===== src/rtl/fwd_hazard_ctrl.sv =====
`default_nettype none
// ============================================================================
// fwd_hazard_ctrl: EX-stage operand forwarding selects and ID load-use stall.
// Optional macro FWD_HIST_EN adds a one-deep post-WB bypass (select 11).
// Revision: 1.0
// ============================================================================
module fwd_hazard_ctrl #(
  parameter int REG_ADDR_W  = 5,
  parameter int LOAD_STALL  = 1,
  parameter int STALL_CNT_W = 3
) (
  input  logic                  clk,
  input  logic                  rst,
  input  logic                  ex_mem_reg_write,
  input  logic [REG_ADDR_W-1:0] ex_mem_rd,
  input  logic                  mem_wb_reg_write,
  input  logic [REG_ADDR_W-1:0] mem_wb_rd,
  input  logic [REG_ADDR_W-1:0] id_ex_rs,
  input  logic [REG_ADDR_W-1:0] id_ex_rt,
  input  logic                  id_ex_mem_read,
  input  logic [REG_ADDR_W-1:0] id_ex_rd,
  input  logic [REG_ADDR_W-1:0] id_rs,
  input  logic [REG_ADDR_W-1:0] id_rt,
  input  logic                  id_uses_rt,
  output logic [1:0]            forward_a,
  output logic [1:0]            forward_b,
  output logic                  stall,
  output logic                  id_ex_flush
);

  if (LOAD_STALL < 1 || LOAD_STALL > (2 ** STALL_CNT_W) - 1) begin : g_bad_load_stall
    $error("fwd_hazard_ctrl: LOAD_STALL outside 1..2^STALL_CNT_W-1");
  end

  localparam logic [STALL_CNT_W-1:0] c_stall_init = STALL_CNT_W'(LOAD_STALL - 1);
  localparam logic [STALL_CNT_W-1:0] c_cnt_one    = STALL_CNT_W'(1);

  typedef enum logic [0:0] {
    S_IDLE  = 1'b0,
    S_STALL = 1'b1
  } state_t;

  state_t                 r_state;
  logic [STALL_CNT_W-1:0] r_cnt;
  logic                   w_hz;
  logic                   w_hist_a;
  logic                   w_hist_b;

`ifdef FWD_HIST_EN
  logic                  r_hist_valid;
  logic [REG_ADDR_W-1:0] r_hist_rd;

  // Remembers the write-back that just retired so a consumer one slot later
  // can still take it before the regfile copy is readable.
  always_ff @(posedge clk) begin
    if (rst) begin
      r_hist_valid <= 1'b0;
      r_hist_rd    <= '0;
    end else begin
      r_hist_valid <= mem_wb_reg_write && (mem_wb_rd != '0);
      r_hist_rd    <= mem_wb_rd;
    end
  end

  assign w_hist_a = r_hist_valid && (r_hist_rd == id_ex_rs);
  assign w_hist_b = r_hist_valid && (r_hist_rd == id_ex_rt);
`else
  assign w_hist_a = 1'b0;
  assign w_hist_b = 1'b0;
`endif

  function automatic logic [1:0] sel_src(
    input logic [REG_ADDR_W-1:0] src,
    input logic                  hist_hit,
    input logic                  exm_we,
    input logic [REG_ADDR_W-1:0] exm_rd,
    input logic                  wb_we,
    input logic [REG_ADDR_W-1:0] wb_rd
  );
    if (exm_we && (exm_rd != '0) && (exm_rd == src))
      return 2'b10;
    else if (wb_we && (wb_rd != '0) && (wb_rd == src))
      return 2'b01;
    else if (hist_hit)
      return 2'b11;
    else
      return 2'b00;
  endfunction

  always_comb begin
    forward_a = 2'b00;
    forward_b = 2'b00;
    if (!rst) begin
      forward_a = sel_src(id_ex_rs, w_hist_a, ex_mem_reg_write, ex_mem_rd,
                          mem_wb_reg_write, mem_wb_rd);
      forward_b = sel_src(id_ex_rt, w_hist_b, ex_mem_reg_write, ex_mem_rd,
                          mem_wb_reg_write, mem_wb_rd);
    end
  end

  assign w_hz = id_ex_mem_read && (id_ex_rd != '0) &&
                ((id_ex_rd == id_rs) || (id_uses_rt && (id_ex_rd == id_rt)));

  // The first stall cycle is the IDLE cycle that sees the hazard; STALL
  // covers the remaining LOAD_STALL-1 cycles.
  assign stall       = !rst && ((r_state == S_STALL) || w_hz);
  assign id_ex_flush = stall;

  always_ff @(posedge clk) begin
    if (rst) begin
      r_state <= S_IDLE;
      r_cnt   <= '0;
    end else begin
      case (r_state)
        S_IDLE: begin
          if (w_hz && (LOAD_STALL > 1)) begin
            r_state <= S_STALL;
            r_cnt   <= c_stall_init;
          end
        end
        S_STALL: begin
          r_cnt <= r_cnt - c_cnt_one;
          if (r_cnt == c_cnt_one) r_state <= S_IDLE;
        end
        default: begin
          r_state <= S_IDLE;
          r_cnt   <= '0;
        end
      endcase
    end
  end

endmodule
`default_nettype wire


===== config.mk =====
export PLATFORM = sky130hd
export DESIGN_NAME = fwd_hazard_ctrl
export DESIGN_NICKNAME = d
export VERILOG_FILES = /design/src/rtl/fwd_hazard_ctrl.sv
export SDC_FILE = /design/constraint.sdc
export NUM_CORES = 1
export LEC_CHECK = 0
export CORE_MARGIN = 2
export CORE_UTILIZATION = 35
export DETAILED_ROUTE_END_ITERATION = 10
export GPL_TIMING_DRIVEN = 0
export PLACE_DENSITY = 0.84
export SETUP_SLACK_MARGIN = 0.02
export SYNTH_ARGS = -nofsm -noshare
export SYNTH_HDL_FRONTEND = slang
export SYNTH_SLANG_ARGS = --single-unit

===== constraint.sdc =====
create_clock -name clk -period 4.75 [get_ports clk]
set_clock_uncertainty 0.2 [all_clocks]
set_input_delay 0.95 -clock clk [delete_from_list [all_inputs] [get_ports clk]]
set_output_delay 0.95 -clock clk [all_outputs]
set_load 0.03 [all_outputs]

Word-level counts from Yosys, hierarchy flattened
Cells that the tools add are included.

Add/subtract/negate cells: 1. $mul: 0. Divide/modulo/power cells: 0. Magnitude comparators: 0. Equality and inequality tests: 7. Shifts and indexed selects: 0. Multiplexer cells: 7. Bitwise gates (word level): 1. Reductions and logical operators: 17.

Operator list (number): 5-bit equality test (6); 5-bit nonzero test (3); 1-bit logical AND (10); 2-bit two-way mux (4); 3-bit by 1-bit equality test with 1-bit output, second input constant (1); 1-bit two-way mux (3); 3-bit by 1-bit subtractor with 3-bit output, second input constant (1); 1-bit logical OR (2); 2-bit OR reduction (1); 1-bit zero test (1); 1-bit inverter (1).

Bits in registers: 4. Bits in latches: 0. Memory bits (writable): 0. Bits in read-only memories: 0. Bits of input ports: 41. Word-level logic and storage cells: 35. Memories: 0.

Logic depth before layout (Yosys ltp)
Depth after elaboration: 6. Gate-level depth with buffers: 5. Gate-level depth less buffers: 5.

Least setup slack after synthesis
Ideal clock, no wire load.

Path kind: input to output. Start: in id_ex_rd[3]. End: out stall. Data arrival time: 2.624 ns. Slack: 0.976 ns. Cell stages on the path: 5. Cells stage by stage: xor2_1 nor4_1 a32oi_1 o31ai_1 buf_4.

Longest elaborated chain between the ends: 6. Elaborated cells between the ends (all ways): 9. Classes of those cells: 2 x eq/ne; 7 x reduce/logical.

RTL lines: from (decl) (line 21) `input logic [REG_ADDR_W-1:0] id_ex_rd,`; 5-bit equality test (line 102) `((id_ex_rd == id_rs) || (id_uses_rt && (id_ex_rd == id_rt)));`; 1-bit logical AND (line 102); 1-bit logical OR (line 102); 1-bit logical AND * (line 101) `assign w_hz = id_ex_mem_read && (id_ex_rd != '0) &&`; 1-bit logical OR * (line 106) `assign stall = !rst && ((r_state == S_STALL) || w_hz);`; 1-bit logical AND * (line 106); to (decl) (line 27) `output logic stall,`.

Mark *: on every way between the ends. The rest lies on a longest branch, timed or not.

Worst setup path in the final report
Start: in ex_mem_rd[1]. End: out forward_a[0].

Longest elaborated chain between the ends: 5. Elaborated cells between the ends (all ways): 6. Classes of those cells: 1 x eq/ne; 2 x mux; 3 x reduce/logical.

RTL lines: from (decl) (line 15) `input logic [REG_ADDR_W-1:0] ex_mem_rd,`; 5-bit nonzero test (line 80) `if (exm_we && (exm_rd != '0) && (exm_rd == src))`; 1-bit logical AND (line 80); 1-bit logical AND * (line 80); 2-bit two-way mux * (line 80); 2-bit two-way mux * (line 93) `if (!rst) begin`; to (decl) (line 25) `output logic [1:0] forward_a,`.

Marked as above.

==> metrics.md <==
| Metric | Value |
|---|---|
| Actual transition at the worst max-transition pin | ~0.34 ns |
| Nature of the critical path endpoint | output port |
| Switching Share | approximately 28% |
| Number of warning messages in the yosys log | 0 |
| Number of pins with negative max-slew slack in the final report | 0 |
| Die outline width | 45.3 um |
| Die Y | 45.3 um |
| Total of flip-flops plus latches after synthesis | 4 |
| Number of buffers added for setup after CTS | 0 |
| Max transition margin | 77.4% |
| Internal Power | approximately 110 uW |
| Clock buffer depth | 2 |
| Final RePlAce weighted congestion | 0.801 |
| Setup repair after global routing missed its margin | no |
| Post-route minimum period | 4.42 ns |
| Total iterations of the first detailed-routing run | 1 |
| Std-Cell Rows | 14 |
| Async set-reset flop share out of synthesis | 0% |
| Number of enable flip-flop cells after synthesis | 0 |
| Combinational share of power | 48.9% |
| Total global-route track usage | 18.2% |
| TritonCTS Sinks | 4 |
| Antenna violations before repair | 0 |
| Vias per Instance | 5.10 |
| Total count of hold-check failures in the final report | 0 |
| DR vias | roughly 700 |
| Most area-hungry cell type in the Yosys netlist | sky130_fd_sc_hd__xor2_1 |
| Most used standard cell by instance count after synthesis | sky130_fd_sc_hd__xor2_1 |
| Worst path required time | 3.60 ns |
| Outcome | complete, no violations |
| CTS clock-pin slew for the worst setup and hold paths | ~0.04 ns |
| CTS Hold Bufs | 0 |
| Reg power frac | 22.7% |
| Diodes inserted | 0 |
| Crit path max fanout | 4 |
| Initial Util | 38.3% |
| Final Setup Violations | 0 |
| Io pins | 47 |
| Area of the core | 0.00156 mm^2 |
| Ranking of synthesized cells by instance count | 19 x sky130_fd_sc_hd__xor2_1, 13 x sky130_fd_sc_hd__xnor2_1, 5 x sky130_fd_sc_hd__or4_1 |
| DP HPWL | 1.56 mm |
| Setup TNS after final layout | 0 ns |
| Fraction of post-synthesis cell area in the top cell type by area | between 20 and 30% |
| Final worst path period share | 93.1% |
| Syn Inst Count | 73 |
| Leakage power figure | 0.000385 uW |
| Clock latency on the worst-skew pair | 0.23 ns |
| Final Net Count | approximately 170 |
| Class of the worst hold path | register to register |
| Wirelength per Cell | 12.2 um |
| Worst slack after detailed placement | 0.330 ns |
| Post-synthesis sequential area ratio | 13.4% |
| Residual antenna-violating net count after detailed routing | 0 |
| Synth Cell Area | 597 um^2 |
| Most area-consuming cells after synthesis | sky130_fd_sc_hd__xor2_1 28%, sky130_fd_sc_hd__xnor2_1 19%, sky130_fd_sc_hd__dfxtp_1 13% |
| Kind of critical path | input port to output port |
| Type of element launching the critical path | input port |
| Switching power total | 41.0 uW |
| Critical Path AT | 3.27 ns |
| Worst vdd rail ir drop | 0.114 mV |
| Mean area per synthesized cell | 8.18 um^2 |
| Number of violations reported at the end of detailed-routing iteration 0 | 0 |
| Number of resized instances in the post-cts repair step | 0 |
| Max cap viols | 0 |
| Die Outline Area | 0.00205 mm^2 |
| Clock power share | between 20% and 30% |
| DRC | 0 |
| Proportion of layout cells with a drive suffix above 1 | roughly 5.7% |
| Via count of the first global-routing pass | 740 |
| Detailed Route WL | 1.68 mm |
| First-pass GRT wire length | 2.77 mm |
| Global route overflow | 0 |
| PwrDens | between 100 and 150 mW/mm^2 |
| Top achievable clock speed | 226 MHz |
| Maximum number of pins on one net before global-route repair | 9 |
| Clock Root Buffer | sky130_fd_sc_hd__clkbuf_4 |
| Clock buffer count from CTS | 3 |
| Syn Nets | 116 |
| Synthesis-to-layout area growth | 84.3% |
| Setup WS post-layout | 0.329 ns |
| Top flip-flop cell by instance count after synthesis | sky130_fd_sc_hd__dfxtp_1 |
| Htree depth | 1 |
| CTS tree | done |
| Number of library cell types mapped by synthesis | 21 |
| Number of port buffers | 46 |
path summary, 6_finish.rpt:
| path | cells after the start | to | start | slack, ns |
|---|---|---|---|---|
| hold / removal | 2 | r_state$_SDFF_PP0_ | r_cnt[2]$_SDFFE_PP0P_ | 0.28 |
| setup reg to reg | 3 | r_cnt[1]$_SDFFE_PP0P_ | r_cnt[0]$_SDFFE_PP0P_ | 3.53 |
| setup / recovery | 6 | forward_a[0] | ex_mem_rd[1] | 0.33 |
| hold reg to reg | 2 | r_state$_SDFF_PP0_ | r_cnt[2]$_SDFFE_PP0P_ | 0.28 |
registers in the layout (all words and copies together), names as in the netlist:
register	count
r_cnt	3
r_state	1
cell type report:
cell class	instances	area, um^2
inverter	3	11.3
fill	139	459
clock buffer	3	22.5
buffer	1	7.51
multi-input combinational	65	498
sequential	4	80.1
tap	16	20.0
timing repair buffer	46	460
cells by family (layout without fill, tap and decap cells):
family / Yosys count / count (layout) / synth area share [%]
simple gates: 24 / 24 / 24.3
xor+xnor: 32 / 32 / 47.0
buf+inv: 4 / 53 / 3.14
compound gates: 7 / 7 / 7.97
flops: 4 / 4 / 13.4
fa+ha+maj: 2 / 2 / 4.19
metrics by stage:
stage	hold slack (ns)	utilization, %	power, uW	cells	instance area (um^2)
floorplan	0.248	-	60.3	73	597
detailed placement	0.270	69.1	107	135	1080
finish	0.283	70.5	149	138	1100
global route	0.320	70.5	161	138	1100
CTS	0.281	70.5	151	138	1100
global placement	0.263	69.1	106	135	1080
power by group through the flow:
stage / sequential, uW / clock [uW] / combinational [uW]
6_report: 33.8 / 42.1 / 72.6
5_1_grt: 33.7 / 48.8 / 78.2
2_1_floorplan: 34.3 / 0 / 26.0
3_3_place_gp: 34.3 / 0 / 71.7
3_5_place_dp: 34.3 / 0 / 73.1
4_1_cts: 33.8 / 44.0 / 73.4
per-layer routing:
metal	track usage [%]	wire, um	vias to the layer above
met5	0	0	-
met4	5.88	58	0
met3	7.60	177	8
met2	35.7	868	39
met1	16.5	580	305
li1	-	-	352
placed cells by master, fill, tap and decap left out, drive strengths merged:
master,instances
o21ai,3
a21oi,1
xor2,19
clkbuf,3
nor4,5
nor3,3
xnor2,13
clkdlybuf4s50,46
nand2b,1
inv,3
nor2,4
nand2,3
a211oi,1
buf,1
ha,2
or4,5
dfxtp,4
o31ai,1
a32oi,1
nor2b,1
nand3,2
worst max-delay path, cell delays in order:
cell                              delay (ns)
sky130_fd_sc_hd__clkdlybuf4s50_1        0.47
sky130_fd_sc_hd__or4_1                  0.56
sky130_fd_sc_hd__o21ai_2                0.19
sky130_fd_sc_hd__nor3_1                 0.09
sky130_fd_sc_hd__nor4_2                 0.30
sky130_fd_sc_hd__clkdlybuf4s50_1        0.71
No activity file was read; power rests on OpenSTA's default activity.
